**config.mk**
```make
export PLATFORM = sky130hd
export DESIGN_NAME = mem_bus_arbiter
export DESIGN_NICKNAME = d
export VERILOG_FILES = /design/src/rtl/mem_bus_arbiter.sv
export SDC_FILE = /design/constraint.sdc
export NUM_CORES = 1
export LEC_CHECK = 0
export BUFFER_PORTS_ARGS = -buffer_cell sky130_fd_sc_hd__buf_2
export CORE_AREA = 4 4 206 208
export DETAILED_ROUTE_END_ITERATION = 8
export DIE_AREA = 0 0 210 212
export SYNTH_ARGS = -nofsm -noshare
export SYNTH_HDL_FRONTEND = slang
export SYNTH_SLANG_ARGS = --single-unit
```
**constraint.sdc**
```tcl
create_clock -name clock -period 3.09 [get_ports clock]
set_input_delay 0.309 -clock clock [delete_from_list [all_inputs] [get_ports clock]]
set_output_delay 0.309 -clock clock [all_outputs]
set_load 0.01 [all_outputs]
```
**src/rtl/mem_bus_arbiter.sv**
```systemverilog
// rtl/mem_bus_arbiter.sv - two-requester (IF/ME) arbiter onto a single non-pipelined memory port
module mem_bus_arbiter #(
    parameter int STARVE_LIMIT = 4,
    parameter int CNT_W        = 3
) (
    input  logic        clock,
    input  logic        reset_n,
    input  logic        if_valid,
    input  logic [63:0] if_addr,
    input  logic [1:0]  if_size,
    output logic        if_ready,
    output logic [63:0] if_rdata,
    output logic [1:0]  if_resp,
    input  logic        me_valid,
    input  logic        me_req,
    input  logic [63:0] me_addr,
    input  logic [63:0] me_wdata,
    input  logic [1:0]  me_size,
    output logic        me_ready,
    output logic [63:0] me_rdata,
    output logic [1:0]  me_resp,
    output logic        bus_valid,
    output logic        bus_req,
    output logic [63:0] bus_addr,
    output logic [63:0] bus_wdata,
    output logic [1:0]  bus_size,
    input  logic        bus_ready,
    input  logic [63:0] bus_rdata,
    input  logic [1:0]  bus_resp,
    output logic        busy
);
    localparam logic             REQ_READ = 1'b0;
    localparam logic [CNT_W-1:0] LIMIT    = CNT_W'(STARVE_LIMIT);

    typedef enum logic [1:0] {IDLE, BUS_IF, BUS_ME, RESP} state_t;

    state_t           state;
    state_t           state_next;
    logic             owner_me;
    logic [CNT_W-1:0] streak;
    logic             grant_if;
    logic             grant_me;

    always_ff @(posedge clock or negedge reset_n) begin
        if (!reset_n) begin
            state <= IDLE;
        end else begin
            state <= state_next;
        end
    end

    // ME wins contested arbitration unless IF has been passed over STARVE_LIMIT times
    always_comb begin
        state_next = state;
        grant_if   = 1'b0;
        grant_me   = 1'b0;
        case (state)
            IDLE: begin
                if (if_valid && (!me_valid || streak == LIMIT)) begin
                    grant_if   = 1'b1;
                    state_next = BUS_IF;
                end else if (me_valid) begin
                    grant_me   = 1'b1;
                    state_next = BUS_ME;
                end
            end
            BUS_IF, BUS_ME: begin
                if (bus_ready) begin
                    state_next = RESP;
                end
            end
            RESP:    state_next = IDLE;
            default: state_next = IDLE;
        endcase
    end

    always_ff @(posedge clock or negedge reset_n) begin
        if (!reset_n) begin
            owner_me  <= 1'b0;
            streak    <= '0;
            bus_valid <= 1'b0;
            bus_req   <= 1'b0;
            bus_addr  <= '0;
            bus_wdata <= '0;
            bus_size  <= '0;
            if_rdata  <= '0;
            if_resp   <= '0;
            me_rdata  <= '0;
            me_resp   <= '0;
        end else begin
            if (grant_if) begin
                owner_me  <= 1'b0;
                streak    <= '0;
                bus_valid <= 1'b1;
                bus_req   <= REQ_READ;
                bus_addr  <= if_addr;
                bus_wdata <= '0;
                bus_size  <= if_size;
            end else if (grant_me) begin
                owner_me  <= 1'b1;
                if (!if_valid) begin
                    streak <= '0;
                end else if (streak != LIMIT) begin
                    streak <= streak + CNT_W'(1);
                end
                bus_valid <= 1'b1;
                bus_req   <= me_req;
                bus_addr  <= me_addr;
                bus_wdata <= me_wdata;
                bus_size  <= me_size;
            end
            // Capture happens even for an orphaned owner; only the ready pulse is suppressed
            if ((state == BUS_IF || state == BUS_ME) && bus_ready) begin
                bus_valid <= 1'b0;
                if (owner_me) begin
                    me_rdata <= bus_rdata;
                    me_resp  <= bus_resp;
                end else begin
                    if_rdata <= bus_rdata;
                    if_resp  <= bus_resp;
                end
            end
        end
    end

    assign if_ready = (state == RESP) && !owner_me && if_valid;
    assign me_ready = (state == RESP) && owner_me && me_valid;
    assign busy     = (state != IDLE);

endmodule

```
==> flow_summary.toml <==
[sta]
timing.final.crit_share = 0.6773
min_period_ns = 2.093
maxSlewHeadroom = 0.4613
finalHoldViolCount = 0
tns_ns = 0
fin_ws_ns = 0.9972
setup_viol = 0
clock_skew_ns = 0.01234
maxSlewViolCount = 0
rsz0062_at_grt = "false"
worstMarginPinSlew_ns = 0.8080
fmax_mhz = 477.8

[clock_network]
insertion_delay_ns = 0.57
path_clk_slew_ns = 0.06
cts_buffers = 30
cts_buffer_depth = 3
cts-root-buf = "clkbuf_16"
clock_sinks = 270
cts-resized-gates = 0
ctsHtreeMaxLevel = 1
cts_tree = "done"
cts-hold-fix-buffers = 130
cts_setup_buffers = 0

[detailed_routing]
viasPerCell = 4.658
wl_per_cell_um = 19.04
drt-total-wl_mm = 37.59
via_count = 9194
drt_iter0_markers = 491
drc = 0
ant_nets = 0
first_pass_iters = 6

[synthesis]
yosys_warnings = 0
syn-instance-count = 778
yosys.cell_count.top_type = "dfrtp_1"
netlist_area_um2 = 11110
ys_top_cells_by_count = "dfrtp_1 (270), a22o_1 (131), mux2_1 (80)"
synth_top_area_cell = "dfrtp_1"
ys_seq_elements = 270
synth_edf_count = 0
syn_nets = 1050
synth.avg_cell_area_um2 = 14.28
synth_top_area_share = 0.6080
async_flop_share = 1.000
synth_ff_type = "dfrtp_1"
ys_top_cells_by_area = "dfrtp_1 (61%), a22o_1 (10%), mux2_1 (8.1%), mux2_2 (5.3%), o2bb2ai_1 (5.2%)"
synth_cell_types = 33
seq_area_frac_synth = 0.6080

[floorplanning]
die_h_um = 212
start_util = 0.2740
io_pins = 535
coreArea_um2 = 40550
rows = 74
dieArea_um2 = 44520
die_w_um = 210

[setup_path]
path_max_fanout = 39
crit_required_ns = 3.52
path_class = "register to register"
crit_arrival_ns = 2.52
r2r_setup_slack_ns = 1.0
start_kind = "register"
endpoint_kind = "register"

[placement]
dpl_cell_area_um2 = 14400
dp.cells = 1791
place_hpwl_mm = 26.15
gp_congestion = 0.8048
portBuffers = 534
place_ws_ns = 0.9823

[pwr]
finalPower_uw = 16860
ir_drop_v = 0.0004074
p_per_area_nw_per_um2 = 1011
leakage_uw = 0.008118

[grt]
grt_max_degree = 97
overflow = 0
grt_pass1_vias = 9898
grt_pass1_wl_mm = 57.33
antenna_found_initial = 1
grtUsageTotal = 0.1598

[finish]
nets = 1693
syn_to_final_growth_pct = 50.11
instances_no_fill = 1974
fin_area_um2 = 16680
layout-drive-gt1-share = 0.4587

[run]
maxCapViolCount = 0

[outcome]
status = "finished clean"

[worst_hold_path]
min_path_type = "primary input to register"
[kinds of logic (layout without fill, tap and decap cells)]
| kind of cell | after synthesis | count (layout) | share of synthesized area |
|---|---|---|---|
| compound gates | 277 | 277 | 0.2101 |
| flops | 270 | 270 | 0.6080 |
| mux | 132 | 132 | 0.1338 |
| buf+inv | 79 | 742 | 0.03546 |
| simple gates | 15 | 15 | 0.007431 |
| fa+ha+maj | 4 | 4 | 0.004504 |
| xor+xnor | 1 | 1 | 0.0007883 |
| other cells | 0 | 1 | 0 |
[state kept, by name, summed over array words and instances (netlist names), 2 cells and up]
name and cells:
bus_size 2, streak 3, state 2, me_rdata 64, bus_wdata 64, if_resp 2
if_rdata 64, bus_addr 64, me_resp 2
[cell usage in the layout (no fill, tap or decap), drive strengths merged, types with 3 or more instances in the layout]
| master | count |
|---|---|
| buf | 554 |
| dfrtp | 270 |
| mux2 | 132 |
| a22o | 131 |
| dlygate4sd3 | 130 |
| o21bai | 66 |
| o2bb2ai | 66 |
| clkbuf | 44 |
| inv | 6 |
| nor2 | 5 |
| ha | 4 |
| nand2 | 4 |
| clkinv | 4 |
| clkinvlp | 3 |
[final cells by class]
class | instances | area, µm²
Sequential cell | 270 | 6756
Multi-Input combinational cell | 429 | 3995
Tap cell | 532 | 665.6
Inverter | 6 | 22.52
Clock inverter | 8 | 87.58
Clock buffer | 44 | 893.4
Fill cell | 3825 | 23870
Antenna cell | 1 | 2.502
Timing Repair Buffer | 684 | 4259
[per-layer routing]
metal  GRT usage  vias up  part of all wire
met3     0.03527       67             0.072
li1            -     4240                 -
met1      0.1998     4488              0.41
met5           0        -                 0
met2      0.2739      399              0.49
met4     0.05738        0             0.032
[stage by stage]
step | hold WS, ns | utilization
after floorplan | 0.01341 | -
after global placement | 0.4184 | 0.3550
after detailed placement | 0.4176 | 0.3550
after CTS | 0.001783 | 0.4113
after global routing | 0.01592 | 0.4114
final | 0.03962 | 0.4114
[report_power, final]
group          switching [µW]  internal [µW]
sequential               1000           5280
combinational            3650           3420
clock                    1440           2070
[worst max-delay path, stage by stage, from the launching register on]
cell and delay (ns):
dfrtp_1 0.37, inv_1 0.07, ha_1 0.40, nand3_4 0.39, buf_12 0.34, mux2_1 0.35
[worst paths after layout]
| check | end | startpoint | cells after the start |
|---|---|---|---|
| worst max-delay path | me_rdata[29]$_DFFE_PN0P_ | state[1]$_DFFE_PN0P_ | 5 |
| worst min-delay path | if_rdata[21]$_DFFE_PN0P_ | bus_rdata[21] | 2 |
| worst max register to register | me_rdata[29]$_DFFE_PN0P_ | state[1]$_DFFE_PN0P_ | 5 |
| worst min register to register | if_rdata[60]$_DFFE_PN0P_ | if_rdata[60]$_DFFE_PN0P_ | 1 |
| max in group asynchronous | bus_addr[38]$_DFFE_PN0P_ | reset_n | 3 |
| min in group asynchronous | if_rdata[55]$_DFFE_PN0P_ | reset_n | 2 |
No activity file was read; power rests on OpenSTA's default activity.
